### src/rtl/pwm_pkg.sv
// PWM frame definitions shared by the PWM generator and the capture path.
// Keeps the frame length and capture state encoding consistent.
package pwm_pkg;

    localparam int W_DEFAULT = 3;

    function automatic int period(input int w);
        return 1 << w;
    endfunction

    typedef enum logic [1:0] {
        ACQ,
        HIGH,
        LOW
    } state_t;

endpackage

### src/rtl/pwm_sync.sv
// Input synchronizer for the asynchronous PWM line.
// Produces the synchronized level plus single-cycle rise/fall strobes.
module pwm_sync #(
    parameter int SYNC_STAGES = 2
) (
    input  logic clk,
    input  logic rst,
    input  logic pwm_in,
    output logic s,
    output logic rise,
    output logic fall
);

    logic [SYNC_STAGES-1:0] sync_q;
    logic                   s_d;

    // Shift the raw line through the synchronizer and keep one delayed copy.
    always_ff @(posedge clk) begin
        if (rst) begin
            sync_q <= '0;
            s_d    <= 1'b0;
        end else begin
            sync_q <= {sync_q[SYNC_STAGES-2:0], pwm_in};
            s_d    <= s;
        end
    end

    assign s    = sync_q[SYNC_STAGES-1];
    assign rise = s & ~s_d;
    assign fall = ~s & s_d;

endmodule

### src/rtl/pwm_capture.sv
// PWM capture: measures fixed-length frames and recovers the duty code.
// Flags short or stuck-high frames; duty 0 is recovered from a long low run.
module pwm_capture
    import pwm_pkg::*;
#(
    parameter int W           = W_DEFAULT,
    parameter int SYNC_STAGES = 2
) (
    input  logic         clk,
    input  logic         rst,
    input  logic         pwm_in,
    output logic [W-1:0] dc_out,
    output logic         dc_valid,
    output logic         err,
    output logic         locked
);

    localparam int         PERIOD = period(W);
    localparam logic [W:0] PER    = PERIOD[W:0];
    localparam logic [W:0] ONE    = {{W{1'b0}}, 1'b1};

    logic s;
    logic rise;
    logic fall;

    pwm_sync #(
        .SYNC_STAGES(SYNC_STAGES)
    ) u_sync (
        .clk   (clk),
        .rst   (rst),
        .pwm_in(pwm_in),
        .s     (s),
        .rise  (rise),
        .fall  (fall)
    );

    state_t       state_q, state_n;
    logic [W:0]   hi_q, hi_n;
    logic [W:0]   per_q, per_n;
    logic [W:0]   low_q, low_n;
    logic [W-1:0] dc_q, dc_n;
    logic         valid_q, valid_n;
    logic         err_q, err_n;
    logic         locked_q, locked_n;

    logic [W:0]   hi_inc;
    logic [W:0]   per_inc;
    logic [W:0]   low_inc;

    assign hi_inc  = (hi_q == PER) ? PER : hi_q + ONE;
    assign per_inc = (per_q == PER) ? PER : per_q + ONE;
    assign low_inc = (low_q == PER) ? PER : low_q + ONE;

    // State, counters and registered outputs.
    always_ff @(posedge clk) begin
        if (rst) begin
            state_q  <= ACQ;
            hi_q     <= '0;
            per_q    <= '0;
            low_q    <= '0;
            dc_q     <= '0;
            valid_q  <= 1'b0;
            err_q    <= 1'b0;
            locked_q <= 1'b0;
        end else begin
            state_q  <= state_n;
            hi_q     <= hi_n;
            per_q    <= per_n;
            low_q    <= low_n;
            dc_q     <= dc_n;
            valid_q  <= valid_n;
            err_q    <= err_n;
            locked_q <= locked_n;
        end
    end

    // Frame tracking: align on a rise, time the high and total length.
    always_comb begin
        state_n  = state_q;
        hi_n     = hi_q;
        per_n    = per_q;
        low_n    = low_q;
        dc_n     = dc_q;
        valid_n  = 1'b0;
        err_n    = 1'b0;
        locked_n = locked_q;
        unique case (state_q)
            ACQ: begin
                if (rise) begin
                    state_n = HIGH;
                    hi_n    = ONE;
                    per_n   = ONE;
                    low_n   = '0;
                end else if (!s) begin
                    if (low_inc == PER) begin
                        valid_n  = 1'b1;
                        dc_n     = '0;
                        locked_n = 1'b1;
                        low_n    = '0;
                    end else begin
                        low_n = low_inc;
                    end
                end
            end
            HIGH: begin
                if (fall) begin
                    state_n = LOW;
                    per_n   = per_inc;
                end else if (s) begin
                    hi_n  = hi_inc;
                    per_n = per_inc;
                    if (hi_inc == PER) begin
                        err_n    = 1'b1;
                        locked_n = 1'b0;
                        state_n  = ACQ;
                    end
                end
            end
            LOW: begin
                if (rise) begin
                    if (per_q == PER) begin
                        dc_n     = hi_q[W-1:0];
                        valid_n  = 1'b1;
                        locked_n = 1'b1;
                    end else begin
                        err_n    = 1'b1;
                        locked_n = 1'b0;
                    end
                    state_n = HIGH;
                    hi_n    = ONE;
                    per_n   = ONE;
                end else if (!s) begin
                    if (per_q == PER) begin
                        state_n = ACQ;
                        low_n   = per_q - hi_q;
                    end else begin
                        per_n = per_inc;
                    end
                end
            end
            default: begin
                state_n = ACQ;
            end
        endcase
    end

    assign dc_out   = dc_q;
    assign dc_valid = valid_q;
    assign err      = err_q;
    assign locked   = locked_q;

endmodule

### config.mk
export PLATFORM = sky130hd
export DESIGN_NAME = pwm_capture
export DESIGN_NICKNAME = d
export VERILOG_FILES = /design/src/rtl/pwm_pkg.sv /design/src/rtl/pwm_sync.sv /design/src/rtl/pwm_capture.sv
export SDC_FILE = /design/constraint.sdc
export NUM_CORES = 1
export LEC_CHECK = 0
export ABC_AREA = 1
export CORE_ASPECT_RATIO = 1.1
export CORE_MARGIN = 2
export CORE_UTILIZATION = 53
export CTS_CLUSTER_DIAMETER = 40
export CTS_CLUSTER_SIZE = 16
export DETAILED_ROUTE_END_ITERATION = 8
export PLACE_DENSITY = 0.86
export REMOVE_ABC_BUFFERS = 1
export SYNTH_ARGS = -nofsm -noshare
export SYNTH_HDL_FRONTEND = slang
export SYNTH_SLANG_ARGS = --single-unit
### constraint.sdc
create_clock -name clk -period 1.63 [get_ports clk]
set_input_delay 0.163 -clock clk [delete_from_list [all_inputs] [get_ports clk]]
set_output_delay 0.163 -clock clk [all_outputs]
set_load 0.1 [all_outputs]
==> impl_metrics.toml, run 1 <==
[run_status]
status = "finished, violations left"
violations = "setup timing"

[clocking]
hold_buffers = 0
htreeDepth = 1
numCtsBuffers = 3
root_buffer = "clkbuf_4"
clock_path_buffers = 2
cts_sinks = 23
clk_pin_slew_worst_paths_ps = 130
cts_tree = "yes"
clkLatencyLatePin_ps = 310

[global_routing]
globalRouteOverflowTotal = 0
grt_max_degree = 14
antenna_found_initial = 0
grt.total_usage_pct = 21.7
grt_pass1_wl_mm = 5.69
grt_pass1_vias = 1396

[critical_path]
crit_chain = "inv_1 -> ha_2 -> buf_4 -> nor2_1 -> inv_2 -> nand3b_4 -> inv_1 -> o21ai_0 -> a31oi_1"
end_kind = "flop"
criticalPathCategory = "reg -> reg"
critPathMaxFanout = 6
slowest_delay_ps = 400
crit_required_ps = 1840
startpoint_type = "flop"
reg2regPathDepth = 9
critPathArrivalTime_ps = 1850
startpoint = "state_q[0]"
r2r-start = "state_q[0]"
cp_num_buf_inv = 4
crit_family = "flip-flops"
path_common_cell = "inv_1"
r2r_setup_slack_ps = -9
r2r_end = "low_q[2]"
slowest_stage = "dfxtp_2"

[drt]
drc = 0
drtPass1Iterations = 4
drt_iter0_markers = 39
viasPerCell = 5.37
wire_per_inst_um = 12.7
ant_nets = 0
routed_wl_mm = 3.66
dr_total_vias = 1546

[yosys]
yosysTopAreaCell = "dfxtp_1"
synthTopCellsByArea = "dfxtp_1 (30%), nand2_1 (13%), ha_1 (11%), inv_1 (8.3%), a21oi_1 (6.8%)"
ys_types = 29
ys_seq_elements = 23
synthCells = 228
ys_seq_area_share_pct = 29.8
syn_area_per_cell_um2 = 6.77
synthArstFlopShare_pct = 0
synthFlopType = "dfxtp_1"
synth_top_area_share_pct = 29.8
yosysWarningCount = 0
synth_edf_count = 0
synth_area_um2 = 1540

[place]
post-place-ws_ps = 8.10
hpwl_mm = 2.75
place.gp.congestion = 0.975
numPortBuffers = 8

[layout]
fin_util_pct = 70.6
n_antenna_cell = 0
nNetsFinal = 273
post_route_cells_drive_above_1_share_pct = 30.6
syn_to_final_growth_pct = 27.1

[sta]
worstMarginPinSlew_ps = 345
period_needed_ps = 1640
fin_skew_ps = 6.85
grt_setup_unrepaired = "yes"
setup_violations = 1
hold_viol = 0
fmax_ghz = 0.610
finalWorstSetupSlack_ps = -9.32
relSlewSlack_pct = 77.0
drv_slew = 0
min_period_over_period_pct = 101

[hold_path]
whs_path_depth = 3
hold_path_class = "in -> reg"
worstHoldStart = "pwm_in"
min_to = "u_sync.sync_q[0]"

[floorplanning]
die-area_um2 = 3360
io_pins = 9
row_count = 20
coreArea_um2 = 2780
start_util_pct = 55.5
dieHeight_um = 60.6
die_w_um = 55.4

[pwr]
p_leak_nw = 0.875
peakVddDrop_uv = 1220
powerDensity_nw_per_um2 = 1530

[flow_run]
drv_cap = 0
stage by stage:
stage	hold slack, ps	power [W]	instance area, um^2	cells	TNS, ps
after floorplan	232	0.00195	1530	225	0
after global placement	403	0.00243	1820	282	0
after detailed placement	416	0.00247	1820	282	0
after CTS	348	0.00275	1850	286	0
after global routing	387	0.00323	1960	288	-507
final	360	0.00300	1960	288	-9.32
layout by cell type, fill, tap and decap left out, drive strengths merged, types with 5 or more instances in the layout:
cell type  synthesis  layout
buf                1      24
inv               39      39
dfxtp             23      23
nand2             56      56
nor2              21      21
nand3             17      17
a21oi             22      22
o21ai             14      14
ha                13      13
nand4              5       5
kinds of logic (layout without fill, tap and decap cells):
kind of cell | Yosys count | after routing | share of synthesized area, %
fa+ha+maj | 14 | 14 | 11.8
simple gates | 106 | 106 | 32.5
compound gates | 40 | 40 | 13.6
buf+inv | 42 | 69 | 10.5
flops | 23 | 23 | 29.8
xor+xnor | 3 | 3 | 1.70
final cells by class:
type | instances | area, um^2
multi-input combinational | 163 | 1000
clock buffer | 3 | 22.5
timing repair buffer | 26 | 263
inverter | 39 | 151
tap | 33 | 41.3
fill | 205 | 817
clock inverter | 1 | 5.00
sequential | 23 | 474
routing by layer:
metal | up-vias | global-route usage [%] | part of all wire, %
met5 | - | 0 | 0
met1 | 697 | 24.7 | 40
li1 | 789 | - | -
met3 | 12 | 3.41 | 5.2
met4 | 0 | 13.6 | 3.5
met2 | 48 | 39.1 | 51
flip-flops by register name, summed over array words and instances, names as in the netlist:
| signal | count |
|---|---|
| err | 1 |
| dc_valid | 1 |
| low_q | 4 |
| u_sync.sync_q | 2 |
| dc_out | 3 |
| locked | 1 |
| u_sync.s_d | 1 |
| state_q | 2 |
| per_q | 4 |
| hi_q | 4 |
worst max-delay path by stage:
stage,end,slack (ps),cells after the start
final,low_q[2],-9,9
after global routing,dc_out[1],-100,12
after CTS,hi_q[3],7,9
after detailed placement,low_q[2],8,9
after global placement,locked,30,9
after floorplan,locked,120,9
Yosys cell counts (2+ instances only):
master / instances
a21oi_1: 21
clkbuf_1: 2
dfxtp_1: 23
ha_1: 13
inv_1: 34
inv_2: 5
nand2_1: 54
nand2_2: 2
nand3_1: 16
nand4_1: 5
nor2_1: 17
nor2_4: 3
o21ai_0: 12
o21ai_1: 2
o22ai_1: 2
or2_0: 2
xnor2_1: 3
power by group:
part | internal (W) | switching (W) | leakage (nW) | total (W)
Combinational | 0.000748 | 0.00116 | 0.666 | 0.00191
Sequential | 0.000697 | 0.000132 | 0.191 | 0.000829
Clock | 0.0000916 | 0.000173 | 0.0177 | 0.000264
worst register-to-register path, stage by stage (launching register included):
cell and delay, ps:
dfxtp_2 400, inv_1 80, ha_2 210, buf_4 150, nor2_1 170, inv_2 100, nand3b_4 110, inv_1 70
o21ai_0 180, a31oi_1 60
repair_timing:
action	4_1_cts	5_1_grt
pin swaps	0	13
setup buffers	0	2
gates resized for setup	2	43
setup endpoints to repair	2	18
Power figures use the tool's default switching activity.
==> inputs of run 2 (changes only) <==
--- a/config.mk
+++ b/config.mk
@@ -8,11 +8,11 @@
 export ABC_AREA = 1
 export CORE_ASPECT_RATIO = 1.1
 export CORE_MARGIN = 2
-export CORE_UTILIZATION = 53
+export CORE_UTILIZATION = 49
 export CTS_CLUSTER_DIAMETER = 40
 export CTS_CLUSTER_SIZE = 16
 export DETAILED_ROUTE_END_ITERATION = 8
-export PLACE_DENSITY = 0.86
+export PLACE_DENSITY = 0.81
 export REMOVE_ABC_BUFFERS = 1
 export SYNTH_ARGS = -nofsm -noshare
 export SYNTH_HDL_FRONTEND = slang
==> run 2 against run 1 <==
Net effect:
- non-clock buffer count grew 2
- routed wire length decreased by 0.33%
- clock power increased by 2%
- first-iteration DRC count is 28% higher
- flip-flop and latch count unchanged
- largest cell class unchanged
- combinational power up 3%
- clock skew about the same
- the run now ends clean
- total power rose by 1.4%
==> impl_metrics.toml, run 2 (synthesis results as in run 1) <==
[hold_path]
worstHoldStart = "pwm_in"
whs_path_depth = 3
min_to = "u_sync.sync_q[0]"
hold_path_class = "in -> reg"

[pwr]
p_leak_nw = 0.892
peakVddDrop_uv = 1100
powerDensity_nw_per_um2 = 1530

[place]
place_area_um2 = 1810
placed_cells = 282
hpwl_mm = 2.69
place.gp.congestion = 0.980
numPortBuffers = 8

[clocking]
clk_pin_slew_worst_paths_ps = 130
cts_sinks = 23
clock_path_buffers = 2
cts_tree = "yes"
htreeDepth = 1
clkLatencyLatePin_ps = 320
root_buffer = "clkbuf_4"
numCtsBuffers = 3

[drt]
wire_per_inst_um = 12.5
ant_nets = 0
drc = 0
drtPass1Iterations = 4
drt_iter0_markers = 50
viasPerCell = 5.41
dr_total_vias = 1573
routed_wl_mm = 3.65

[critical_path]
critPathMaxFanout = 5
crit_chain = "inv_4 -> ha_4 -> nand2_2 -> o21ai_2 -> nand2_1 -> nor2_2 -> nand2_1 -> nand2_2 -> nand2_4 -> o21ai_1 -> nor2_1"
r2r-start = "low_q[0]"
slowest_stage = "dfxtp_2"
reg2regPathDepth = 11
slowest_delay_ps = 360
critPathArrivalTime_ps = 1780
end_kind = "flop"
r2r_setup_slack_ps = 70
r2r_end = "dc_out[2]"
startpoint_type = "flop"
criticalPathCategory = "reg -> reg"
crit_required_ps = 1850

[flow_run]
drv_cap = 0

[floorplanning]
start_util_pct = 51.1
row_count = 21
coreArea_um2 = 3020
io_pins = 9
dieHeight_um = 62.9
die-area_um2 = 3610
die_w_um = 57.5

[sta]
relSlewSlack_pct = 77.1
fmax_ghz = 0.642
fin_skew_ps = 7.13
min_period_over_period_pct = 95.5
hold_viol = 0
period_needed_ps = 1560
worstMarginPinSlew_ps = 344
setup_violations = 0
grt_setup_unrepaired = "yes"
drv_slew = 0

[global_routing]
grt_max_degree = 13
grt.total_usage_pct = 20.7
grt_pass1_wl_mm = 5.98
antenna_found_initial = 0
globalRouteOverflowTotal = 0
grt_pass1_vias = 1458

[layout]
top_regs = "hi_q (4), low_q (4), per_q (4)"
nNetsFinal = 275
final_common_cell = "nand2_1"
finalNonFillerCells = 291
layout_common_cells = "nand2_1 (50), inv_1 (25), buf_4 (21), a21oi_1 (18), nand3_1 (16)"
nFillCells = 260
syn_to_final_growth_pct = 28.6
fin_area_um2 = 1980
n_antenna_cell = 0
post_route_cells_drive_above_1_share_pct = 31.9

[run_status]
status = "finished, final reports clean"
## run 2: per-layer routing
metal,share of wire [%],up-vias,GRT usage [%]
met4,2.6,0,7.56
met2,52,41,36.5
met5,0,-,0
met1,42,724,24.2
met3,4.0,15,3.93
li1,-,793,-
## run 2: what timing repair did
action / CTS / global route
hold buffers: 0 / 0
pin swaps: 0 / 11
resized for setup: 2 / 48
setup endpoints to repair: 2 / 17
setup buffers: 0 / 5
## run 2: layout make-up
| type | instances | area (um^2) | share of cell area (%) |
|---|---|---|---|
| multi-input cells | 163 | 1010 | 50.9 |
| flip-flops and latches | 23 | 477 | 24.0 |
| repair buffers | 28 | 278 | 14.0 |
| inverters | 39 | 151 | 7.63 |
| well taps | 34 | 42.5 | 2.14 |
| clock buffers | 4 | 26.3 | 1.32 |
## run 2: critical path, delay by kind of cell, from the launching register on
family	cells	cell delay, ps
AOI/OAI and AO/OA	2	280
adders and majority gates	1	130
buffers and inverters	1	80
DFF	1	360
and+or+nand+nor	7	620
## run 2: stage by stage
stage | power (W) | util (%) | hold slack, ps | setup WS [ps] | setup TNS (ps)
2_1_floorplan | 0.00195 | - | 232 | 117 | 0
3_3_place_gp | 0.00241 | 59.9 | 400 | 31.5 | 0
3_5_place_dp | 0.00243 | 59.9 | 400 | 17.7 | 0
4_1_cts | 0.00272 | 61.0 | 351 | 6.58 | 0
5_1_grt | 0.00328 | 65.7 | 359 | -40.4 | -177
6_report | 0.00304 | 65.7 | 355 | 72.8 | 0
## run 2: worst max-delay path by stage
stage / start / end / slack [ps] / cells past startpoint
5_1_grt: low_q[0] / dc_out[2] / -40 / 11
6_report: low_q[0] / dc_out[2] / 70 / 11
2_1_floorplan: state_q[0] / locked / 120 / 9
3_3_place_gp: hi_q[2] / low_q[3] / 30 / 8
4_1_cts: low_q[0] / dc_out[2] / 7 / 11
3_5_place_dp: low_q[0] / dc_out[2] / 20 / 11
## run 2: power by group
group          total [W]  leakage, nW  switching [W]  internal (W)
sequential      0.000810        0.192       0.000116      0.000693
clock           0.000269       0.0150       0.000174     0.0000958
combinational    0.00196        0.685        0.00117      0.000795
total            0.00304        0.892        0.00146       0.00158
==> inputs of run 3 (changes only) <==
--- a/config.mk
+++ b/config.mk
@@ -7,7 +7,7 @@
 export LEC_CHECK = 0
 export ABC_AREA = 1
 export CORE_ASPECT_RATIO = 1.1
-export CORE_MARGIN = 2
+export CORE_MARGIN = 5
 export CORE_UTILIZATION = 49
 export CTS_CLUSTER_DIAMETER = 40
 export CTS_CLUSTER_SIZE = 16
==> run 3 against run 2 <==
Net effect:
- non-clock buffer count down 1
- total power down 2.3%
- clock skew up 0.67 ps
- global-route usage down 3.6 points
- register-to-register slack about the same
- fmax about the same
- largest power group unchanged
==> impl_metrics.toml, run 3 (synthesis results as in run 1) <==
[global_routing]
grt_use_met2_pct = 31.6
grt_max_degree = 13
grt_pass1_vias = 1489
antenna_found_initial = 0
use_met3_pct = 1.62
met1_usage_pct = 20.6
globalRouteOverflowTotal = 0
grt_pass1_wl_mm = 6.07
grt.total_usage_pct = 17.1
busiest_layer = "met2"

[sta]
drv_slew = 0
finalWorstSetupSlack_ps = 74.1
worstMarginPinSlew_ps = 358
fmax_ghz = 0.643
grt_setup_unrepaired = "yes"
relSlewSlack_pct = 76.1
setup_violations = 0
hold_viol = 0
min_period_over_period_pct = 95.5
period_needed_ps = 1560
fin_skew_ps = 7.81
holdWs_ps = 349

[floorplanning]
die_w_um = 63.5
coreArea_um2 = 3050
row_count = 21
io_pins = 9
start_util_pct = 50.6
die-area_um2 = 4370
dieHeight_um = 68.9

[pwr]
powerDensity_nw_per_um2 = 1510
peakVddDrop_uv = 1040
p_leak_nw = 0.883
power_w = 0.00297

[clocking]
root_buffer = "clkbuf_4"
hold_buffers = 0
clock_path_buffers = 2
cts_sinks = 23
clk_pin_slew_worst_paths_ps = 130
clkLatencyLatePin_ps = 320
htreeDepth = 1
numCtsBuffers = 3
cts_tree = "yes"

[place]
numPortBuffers = 8
post-place-ws_ps = 28.0
hpwl_mm = 2.74
place_area_um2 = 1820
place.gp.congestion = 0.955

[drt]
routed_wl_mm = 3.75
drtPass1Iterations = 4
wire_per_inst_um = 12.9
drt_iter0_markers = 63
drc = 0
ant_nets = 0
dr_total_vias = 1549
viasPerCell = 5.34

[critical_path]
crit_required_ps = 1890
criticalPathCategory = "reg -> reg"
startpoint_type = "flop"
r2r-start = "state_q[0]"
r2r_end = "per_q[2]"
r2r_setup_slack_ps = 70
reg2regPathDepth = 10
critPathArrivalTime_ps = 1810
startpoint = "state_q[0]"
end_kind = "flop"
crit_end = "per_q[2]"
critPathMaxFanout = 6

[layout]
syn_to_final_growth_pct = 27.5
final_common_cell = "nand2_1"
nNetsFinal = 274
top_regs = "hi_q (4), low_q (4), per_q (4)"
layout_common_cells = "nand2_1 (51), inv_1 (23), buf_4 (20), a21oi_1 (16)"
fin_area_um2 = 1970
fin_util_pct = 64.5
n_antenna_cell = 0
post_route_cells_drive_above_1_share_pct = 32.0

[hold_path]
worstHoldStart = "pwm_in"
hold_path_class = "in -> reg"

[run_status]
status = "finished, final reports clean"

[flow_run]
drv_cap = 0
## run 3: changes by cell type in the layout (fill, tap and decap cells not counted), moves of 2 or more
cell     before  now
inv_1        25   23
inv_2        12   15
a21oi_2       4    6
a21oi_1      18   16
## run 3: cell type report
cell class              instances  area (um^2)
multi-input cells             163         1000
fillers                       269         1080
flip-flops and latches         23          475
clock buffers                   4         26.3
well taps                      34         42.5
inverters                      39          149
repair buffers                 27          270
## run 3: worst min-delay path by stage
stage / endpoint / slack [ps] / depth (start not counted)
after floorplan: dc_valid / 230 / 1
after global placement: u_sync.sync_q[1] / 400 / 2
after detailed placement: u_sync.sync_q[1] / 410 / 2
after CTS: u_sync.sync_q[0] / 350 / 3
after global routing: u_sync.sync_q[0] / 370 / 3
final: u_sync.sync_q[0] / 350 / 3
## run 3: per-layer routing
layer / vias up / part of all wire, %
met5: - / 0
met4: 0 / 1.8
met3: 9 / 3.8
met2: 38 / 51
met1: 713 / 43
li1: 789 / -
## run 3: stage by stage
stage / TNS (ps) / instances
6_report: 0 / 290
5_1_grt: -152 / 290
4_1_cts: 0 / 287
3_5_place_dp: 0 / 283
3_3_place_gp: 0 / 283
2_1_floorplan: 0 / 225
## run 3: repair_timing
| item | in CTS | in global routing |
|---|---|---|
| buffers inserted | 0 | 3 |
| resized for setup | 0 | 48 |
| hold endpoints to repair | 0 | 0 |
| endpoints found under the setup margin | 0 | 16 |
## run 3: worst max-delay path: stages, from the launching register on
cell and delay, ps:
dfxtp_1 350, inv_1 80, ha_2 280, inv_4 80, nor2_4 150, o21ai_0 120
inv_1 110, nand3_1 70, nand2_1 60, nand2_1 50, a21oi_1 130
## run 3: power by group
part	internal [W]	total [W]	switching (W)
logic	0.000741	0.00189	0.00115
clock network	0.0000957	0.000274	0.000179
registers	0.000690	0.000809	0.000119
